**src/rtl/seq_scan_pkg.sv**
```systemverilog
// ---------------------------------------------------------------------------
// seq_scan_pkg
// Shared definitions for the serial pattern-scan scheduler:
//   - state_e   : scheduler state encoding (IDLE/LOAD/SHIFT/REPORT)
//   - id_w()    : width of a requester index for N requesters
//   - cnt_w()   : width able to hold a count of 0..W (hit count, bit count)
// ---------------------------------------------------------------------------
package seq_scan_pkg;

   typedef enum logic [1:0] {
      IDLE   = 2'b00,
      LOAD   = 2'b01,
      SHIFT  = 2'b10,
      REPORT = 2'b11
   } state_e;

   // Never narrower than one bit, so N=1 corner cases still elaborate.
   function automatic int id_w(input int n);
      return (n > 1) ? $clog2(n) : 1;
   endfunction

   function automatic int cnt_w(input int w);
      return $clog2(w + 1);
   endfunction

endpackage

```
**src/rtl/seq_scan_sched_if.sv**
```systemverilog
// ---------------------------------------------------------------------------
// seq_scan_sched_if
// Request/result bundle between frame producers and seq_scan_sched.
//   req     [N]      per-requester level request
//   data    [N*W]    frame of requester i at [i*W +: W]
//   gnt     [N]      one-hot capture pulse
//   busy             scheduler not idle
//   done             one-cycle result-valid pulse
//   done_id [ID_W]   requester of the completed frame
//   hit_cnt [CNT_W]  pattern hits in the completed frame
// master = producer side, slave = scheduler side.
// ---------------------------------------------------------------------------
interface seq_scan_sched_if
   import seq_scan_pkg::*;
#(
   parameter int N = 4,
   parameter int W = 8
);
   localparam int ID_W  = id_w(N);
   localparam int CNT_W = cnt_w(W);

   logic [N-1:0]     req;
   logic [N*W-1:0]   data;
   logic [N-1:0]     gnt;
   logic             busy;
   logic             done;
   logic [ID_W-1:0]  done_id;
   logic [CNT_W-1:0] hit_cnt;

   modport master (
      output req, data,
      input  gnt, busy, done, done_id, hit_cnt
   );

   modport slave (
      input  req, data,
      output gnt, busy, done, done_id, hit_cnt
   );

endinterface

```
**src/rtl/seq_det_core.sv**
```systemverilog
// ---------------------------------------------------------------------------
// seq_det_core
// Serial pattern detector: a PAT_LEN-bit history shift register plus a fill
// counter so that a hit is only reported once PAT_LEN bits of the current
// frame have been seen.
//   clk, rst  clock, asynchronous active-low reset
//   clr       start of frame: empties history and fill count (wins over bit_vld)
//   bit_vld   bit_in is valid this cycle and is shifted in
//   bit_in    serial data, oldest bit first
//   hit       combinational: post-shift history equals PATTERN with a full window
// ---------------------------------------------------------------------------
module seq_det_core #(
   parameter int                 PAT_LEN = 3,
   parameter logic [PAT_LEN-1:0] PATTERN = 3'b101
) (
   input  logic clk,
   input  logic rst,
   input  logic clr,
   input  logic bit_vld,
   input  logic bit_in,
   output logic hit
);
   localparam int FILL_W = $clog2(PAT_LEN + 1);

   logic [PAT_LEN-1:0] hist_q, hist_d, hist_sh;
   logic [FILL_W-1:0]  fill_q, fill_d;
   logic               win_full;

   always_comb begin
      // Oldest bit ends up in the MSB, matching PATTERN's orientation.
      hist_sh  = (hist_q << 1) | PAT_LEN'(bit_in);
      // Window is full after this shift if PAT_LEN-1 bits were already held.
      win_full = (fill_q >= FILL_W'(PAT_LEN - 1));
      hit      = bit_vld && !clr && win_full && (hist_sh == PATTERN);

      hist_d = hist_q;
      fill_d = fill_q;
      if (clr) begin
         hist_d = '0;
         fill_d = '0;
      end else if (bit_vld) begin
         hist_d = hist_sh;
         if (fill_q != FILL_W'(PAT_LEN))
            fill_d = fill_q + FILL_W'(1);
      end
   end

   always_ff @(posedge clk or negedge rst) begin
      if (!rst) begin
         hist_q <= '0;
         fill_q <= '0;
      end else begin
         hist_q <= hist_d;
         fill_q <= fill_d;
      end
   end

endmodule

```
**src/rtl/seq_scan_sched.sv**
```systemverilog
// ---------------------------------------------------------------------------
// seq_scan_sched
// Shares one serial pattern detector among N requesters. A round-robin
// arbiter picks a requester in IDLE, its frame is shifted MSB-first through
// seq_det_core one bit per clock, and the hit count is reported with the
// requester ID. One frame takes W+3 cycles (IDLE, LOAD, W x SHIFT, REPORT).
//   clk   clock, rising edge
//   rst   asynchronous active-low reset (aborts any frame in flight)
//   bus   seq_scan_sched_if.slave: req/data in; gnt/busy/done/done_id/hit_cnt
//         out, all registered
// ---------------------------------------------------------------------------
module seq_scan_sched
   import seq_scan_pkg::*;
#(
   parameter int                 N       = 4,
   parameter int                 W       = 8,
   parameter int                 PAT_LEN = 3,
   parameter logic [PAT_LEN-1:0] PATTERN = 3'b101
) (
   input  logic            clk,
   input  logic            rst,
   seq_scan_sched_if.slave bus
);
   localparam int ID_W  = id_w(N);
   localparam int CNT_W = cnt_w(W);
   localparam int BIT_W = cnt_w(W);

   state_e           state_q, state_d;
   logic [ID_W-1:0]  ptr_q, ptr_d;
   logic [ID_W-1:0]  win_q, win_d;
   logic [W-1:0]     shreg_q, shreg_d;
   logic [BIT_W-1:0] bit_cnt_q, bit_cnt_d;
   logic [CNT_W-1:0] cnt_q, cnt_d;
   logic [N-1:0]     gnt_q, gnt_d;
   logic             busy_q, busy_d;
   logic             done_q, done_d;
   logic [ID_W-1:0]  done_id_q, done_id_d;
   logic [CNT_W-1:0] hit_cnt_q, hit_cnt_d;

   logic             arb_found;
   logic [ID_W-1:0]  arb_id;
   logic             det_clr, det_vld, det_hit;

   // Round-robin: first set req bit searching upward from ptr+1 with wrap,
   // so the last winner has the lowest priority.
   always_comb begin
      arb_found = 1'b0;
      arb_id    = '0;
      for (int k = 1; k <= N; k++) begin
         if (!arb_found && bus.req[(int'(ptr_q) + k) % N]) begin
            arb_found = 1'b1;
            arb_id    = ID_W'((int'(ptr_q) + k) % N);
         end
      end
   end

   always_comb begin
      state_d   = state_q;
      ptr_d     = ptr_q;
      win_d     = win_q;
      shreg_d   = shreg_q;
      bit_cnt_d = bit_cnt_q;
      cnt_d     = cnt_q;
      gnt_d     = '0;
      done_d    = 1'b0;
      done_id_d = done_id_q;
      hit_cnt_d = hit_cnt_q;
      det_clr   = 1'b0;
      det_vld   = 1'b0;

      unique case (state_q)
         IDLE: begin
            if (arb_found) begin
               // Frame is taken on the arbitration edge, so anything the
               // producer does after seeing gnt cannot corrupt it.
               win_d   = arb_id;
               shreg_d = bus.data[int'(arb_id)*W +: W];
               gnt_d   = N'(1) << arb_id;
               state_d = LOAD;
            end
         end
         LOAD: begin
            det_clr   = 1'b1;
            cnt_d     = '0;
            bit_cnt_d = '0;
            ptr_d     = win_q;
            state_d   = SHIFT;
         end
         SHIFT: begin
            det_vld   = 1'b1;
            shreg_d   = shreg_q << 1;
            bit_cnt_d = bit_cnt_q + BIT_W'(1);
            cnt_d     = cnt_q + CNT_W'(det_hit);
            if (bit_cnt_q == BIT_W'(W - 1)) begin
               // Result registers load here so they are valid in REPORT.
               state_d   = REPORT;
               done_d    = 1'b1;
               done_id_d = win_q;
               hit_cnt_d = cnt_d;
            end
         end
         REPORT: begin
            state_d = IDLE;
         end
         default: state_d = IDLE;
      endcase

      busy_d = (state_d != IDLE);
   end

   always_ff @(posedge clk or negedge rst) begin
      if (!rst) begin
         state_q   <= IDLE;
         ptr_q     <= ID_W'(N - 1);
         win_q     <= '0;
         shreg_q   <= '0;
         bit_cnt_q <= '0;
         cnt_q     <= '0;
         gnt_q     <= '0;
         busy_q    <= 1'b0;
         done_q    <= 1'b0;
         done_id_q <= '0;
         hit_cnt_q <= '0;
      end else begin
         state_q   <= state_d;
         ptr_q     <= ptr_d;
         win_q     <= win_d;
         shreg_q   <= shreg_d;
         bit_cnt_q <= bit_cnt_d;
         cnt_q     <= cnt_d;
         gnt_q     <= gnt_d;
         busy_q    <= busy_d;
         done_q    <= done_d;
         done_id_q <= done_id_d;
         hit_cnt_q <= hit_cnt_d;
      end
   end

   seq_det_core #(
      .PAT_LEN (PAT_LEN),
      .PATTERN (PATTERN)
   ) u_det (
      .clk     (clk),
      .rst     (rst),
      .clr     (det_clr),
      .bit_vld (det_vld),
      .bit_in  (shreg_q[W-1]),
      .hit     (det_hit)
   );

   assign bus.gnt     = gnt_q;
   assign bus.busy    = busy_q;
   assign bus.done    = done_q;
   assign bus.done_id = done_id_q;
   assign bus.hit_cnt = hit_cnt_q;

endmodule

```
**src/flat_wrapper.sv**
```systemverilog
// flat-port wrapper written by rule: the top's interface ports become plain ports
module seq_scan_sched_flat import seq_scan_pkg::*;
#(
   parameter int                 N       = 4,
   parameter int                 W       = 8,
   parameter int                 PAT_LEN = 3,
   parameter logic [PAT_LEN-1:0] PATTERN = 3'b101
)
  (clk, rst, bus_req, bus_data, bus_gnt, bus_busy, bus_done, bus_done_id, bus_hit_cnt);
  seq_scan_sched_if #(.N(N), .W(W)) bus_i ();
  input  logic clk;
  input  logic rst;
  input wire logic [$bits(bus_i.req)-1:0] bus_req;
  input wire logic [$bits(bus_i.data)-1:0] bus_data;
  output wire logic [$bits(bus_i.gnt)-1:0] bus_gnt;
  output wire logic [$bits(bus_i.busy)-1:0] bus_busy;
  output wire logic [$bits(bus_i.done)-1:0] bus_done;
  output wire logic [$bits(bus_i.done_id)-1:0] bus_done_id;
  output wire logic [$bits(bus_i.hit_cnt)-1:0] bus_hit_cnt;
  assign bus_i.req = bus_req;
  assign bus_i.data = bus_data;
  assign bus_gnt = bus_i.gnt;
  assign bus_busy = bus_i.busy;
  assign bus_done = bus_i.done;
  assign bus_done_id = bus_i.done_id;
  assign bus_hit_cnt = bus_i.hit_cnt;
  seq_scan_sched #(.N(N), .W(W), .PAT_LEN(PAT_LEN), .PATTERN(PATTERN)) u_core (.clk(clk), .rst(rst), .bus(bus_i));
endmodule
```
**config.mk**
```make
export PLATFORM = sky130hd
export DESIGN_NAME = seq_scan_sched_flat
export DESIGN_NICKNAME = d
export VERILOG_FILES = /design/src/rtl/seq_scan_pkg.sv /design/src/rtl/seq_scan_sched_if.sv /design/src/rtl/seq_det_core.sv /design/src/rtl/seq_scan_sched.sv /design/src/flat_wrapper.sv
export SDC_FILE = /design/constraint.sdc
export NUM_CORES = 1
export LEC_CHECK = 0
export ABC_AREA = 0
export CAP_MARGIN = 20
export CORE_ASPECT_RATIO = 0.9
export CORE_MARGIN = 2
export CORE_UTILIZATION = 55
export CTS_BUF_LIST = sky130_fd_sc_hd__clkbuf_8
export DETAILED_ROUTE_END_ITERATION = 12
export PLACE_DENSITY_LB_ADDON = 0.1
export SLEW_MARGIN = 40
export SYNTH_ARGS = -nofsm -noshare
export SYNTH_HDL_FRONTEND = slang
export SYNTH_SLANG_ARGS = --single-unit
```
**constraint.sdc**
```tcl
create_clock -name clk -period 4.03 [get_ports clk]
set_clock_uncertainty 0.2 [all_clocks]
set_input_delay 1.0075 -clock clk [delete_from_list [all_inputs] [get_ports clk]]
set_output_delay 1.0075 -clock clk [all_outputs]
set_load 0.01 [all_outputs]
```
==> impl_metrics.py <==
metrics = {
    "outcome": {
        "outcome": "finished, final reports clean",
    },
    "sta": {
        "tns_ns": 0,
        "slew_headroom": 0.554,
        "period_share": 0.757,
        "rsz0062_at_grt": "no",
        "setup_viol": 0,
        "tightest_slew_ns": 0.662,
        "fmax_ghz": 0.328,
        "slew_viol_final": 0,
        "hold_viol_final": 0,
        "finalCriticalPeriod_ns": 3.05,
    },
    "synth": {
        "synth.distinct_cells": 29,
        "syn-mean-instance-area_sq_um": 9.99,
        "synth_commonest_cells": "36 x dfrtp_1, 20 x o21ai_0, 18 x mux2i_1, 18 x nand2_1, 17 x inv_1",
        "synth-async-reset-ratio": 1.00,
        "yosys.area.top_type": "dfrtp_1",
        "synth.most_common_cell": "dfrtp_1",
        "syn-instance-count": 204,
        "ys_ff_latch": 38,
        "synth_ff_type": "dfrtp_1",
        "syn_area_sq_um": 2040,
        "yosys_warnings": 0,
        "yosys.area.top_type_share": 0.442,
        "synth_edf_count": 0,
        "yosysSeqAreaShare": 0.468,
        "syn_nets": 250,
        "synth_area_leaders": "dfrtp_1 44%, mux2i_1 8.8%, mux2_2 7.2%",
    },
    "cts": {
        "clockRootBuffer": "clkbuf_8",
        "clockBufferDepth": 2,
        "numClockSinks": 38,
        "cts-hold-fix-buffers": 0,
        "h-tree-depth": 2,
        "cts-resized-gates": 0,
        "clk_latency_ns": 0.28,
        "cts_tree": "built",
        "path_clk_slew_ns": 0.07,
        "numCtsBuffers": 5,
        "postCtsSetupBuffers": 0,
    },
    "critical_path": {
        "path_delay_family": "buffers and inverters",
        "reg2reg_from": "u_core.state_q[0]$_DFF_PN0_",
        "path_buf_inv": 1,
        "r2r_cells": 9,
        "cpPeakStageDelay_ns": 0.59,
        "cp-start-kind": "primary input",
        "cp_slowest_cell": "clkdlybuf4s50_1",
        "path_class": "in2reg",
        "rrSetupSlack_ns": 1.53,
        "arrival_ns": 3.04,
        "path_cells": "clkdlybuf4s50_1 -> nand2_1 -> a31oi_1 -> nand3_2 -> mux2i_1 -> mux2_2 -> o21ai_1",
        "required_ns": 4.02,
        "end_kind": "flop",
        "setup.worst_path.start": "bus_req[3]",
        "r2r-end": "u_core.cnt_q[2]$_DFFE_PN0P_",
        "crit_fanout": 21,
    },
    "pwr": {
        "peakVddDrop_mv": 0.351,
        "cellPowerDensity_nw_per_um2": 580,
        "p_leak_nw": 1.22,
    },
    "global_routing": {
        "grt_overflow": 0,
        "grt_pass1_vias": 1520,
        "grt_pass1_wl_microns": 6840,
        "grt_max_degree": 39,
        "grt_usage": 0.221,
        "antenna_found_initial": 0,
    },
    "layout": {
        "fin_nets": 298,
        "drive_above_1_share": 0.111,
        "stdcell_count": 297,
        "syn2layout_area_growth_pct": 28.6,
        "multi_input_area_sq_um": 960,
        "design_area_sq_um": 2620,
        "fill_cells": 261,
        "seq_area_sq_um": 953,
        "diodes": 0,
    },
    "drt": {
        "antenna_left": 0,
        "viasPerCell": 5.46,
        "drc": 0,
        "drt_iter0_drc": 113,
        "avgRoutedWirePerCell_microns": 14.2,
        "drt-total-wl_microns": 4210,
        "dr_total_vias": 1623,
        "drt_pass1_iterations": 4,
    },
    "floorplan": {
        "core.rowCount": 20,
        "start_util": 0.590,
        "core_area_sq_um": 3450,
        "die-area_sq_um": 4210,
        "die-width_microns": 68.2,
        "ioPinCount": 50,
        "die_h_microns": 61.7,
    },
    "placement": {
        "dpl.cell_count": 289,
        "port_buffers": 49,
        "dp_hpwl_microns": 3170,
        "placed_cell_area_sq_um": 2520,
        "gp_congestion": 0.717,
    },
    "min_path": {
        "hold-path-cell-count": 2,
        "hold_end": "u_core.bus.hit_cnt[2]$_DFFE_PN0P_",
        "worst_hold_startpoint": "u_core.bus.hit_cnt[2]$_DFFE_PN0P_",
        "hold_class": "reg2reg",
    },
    "job": {
        "drv_cap": 0,
    },
}
==> logic make-up (layout without fill, tap and decap cells) <==
group                    Yosys count  after routing  share of synthesized area
AND/OR/NAND/NOR                   55             55                      0.135
AO/OA/AOI/OAI                     44             44                      0.119
flip-flops                        38             38                      0.468
multiplexers                      31             31                      0.160
buffers and inverters             26             75                     0.0608
adder cells (fa/ha/maj)            8              8                     0.0491
XOR/XNOR                           2              2                    0.00860
==> per-stage QoR <==
step                worst slack, ns   util  power (mW)  hold WS, ns
detailed placement            0.685  0.731        1.27        0.272
global placement              0.761  0.731        1.24        0.261
floorplan                      1.66      -        1.09        0.250
global route                  0.809  0.758        1.66        0.329
CTS                           0.966  0.758        1.53        0.288
finish                        0.979  0.758        1.52        0.279
==> power breakdown <==
group	internal [mW]	switching (mW)	total (mW)	leakage, nW
sequential	0.501	0.0728	0.574	0.496
clock	0.135	0.122	0.257	0.0524
combinational	0.309	0.379	0.688	0.677
total	0.946	0.573	1.52	1.22
==> cells in the final DEF (no fill, tap or decap), types with 3 or more instances in the layout <==
| master | n |
|---|---|
| ha_1 | 8 |
| nor3b_1 | 3 |
| mux2i_1 | 18 |
| o21ai_0 | 20 |
| clkdlybuf4s50_1 | 48 |
| dfrtp_1 | 36 |
| nand3_1 | 10 |
| mux2_2 | 13 |
| and3_1 | 8 |
| o21ai_1 | 8 |
| nor2_1 | 8 |
| clkbuf_8 | 6 |
| a21oi_1 | 10 |
| nand2_1 | 18 |
| inv_1 | 18 |
==> per-layer routing <==
layer / track usage / part of all wire / vias to the layer above / routed length, microns
met2: 0.352 / 0.50 / 50 / 2120
li1: - / - / 806 / -
met1: 0.303 / 0.43 / 761 / 1820
met3: 0.0577 / 0.051 / 6 / 216
met5: 0 / 0 / - / 0
met4: 0.0600 / 0.012 / 0 / 49
==> registers in the layout, summed over array words and instances, names as in the netlist <==
signal	count
u_core.state_q	2
u_core.shreg_q	8
u_core.u_det.hist_q	2
u_core.bit_cnt_q	4
u_core.bus.gnt	4
u_core.bus.done	1
u_core.ptr_q	2
u_core.win_q	2
u_core.bus.busy	1
u_core.bus.done_id	2
u_core.bus.hit_cnt	4
u_core.u_det.fill_q	2
u_core.cnt_q	4
==> how the worst max path moves through the flow <==
| stage | to | slack [ns] | cells after the start |
|---|---|---|---|
| 6_report | u_core.shreg_q[1]$_DFFE_PN0P_ | 0.98 | 7 |
| 5_1_grt | u_core.shreg_q[1]$_DFFE_PN0P_ | 0.81 | 7 |
| 3_3_place_gp | u_core.shreg_q[7]$_DFFE_PN0P_ | 0.76 | 7 |
| 2_1_floorplan | u_core.bus.hit_cnt[1]$_DFFE_PN0P_ | 1.66 | 9 |
| 4_1_cts | u_core.shreg_q[1]$_DFFE_PN0P_ | 0.97 | 7 |
| 3_5_place_dp | u_core.shreg_q[7]$_DFFE_PN0P_ | 0.69 | 7 |
==> area by class of cell <==
type | instances | share of cell area
clock buffer | 6 | 0.0315
sequential | 38 | 0.364
clock inverter | 2 | 0.00334
inverter | 17 | 0.0244
timing repair buffer | 50 | 0.189
multi-input combinational | 140 | 0.366
tap | 44 | 0.0210
==> worst min-delay path: stages (launching register included) <==
cell and delay [ns]:
dfrtp_1 0.34, nand2_1 0.04, o21ai_0 0.06
No activity file was read; power rests on OpenSTA's default activity.
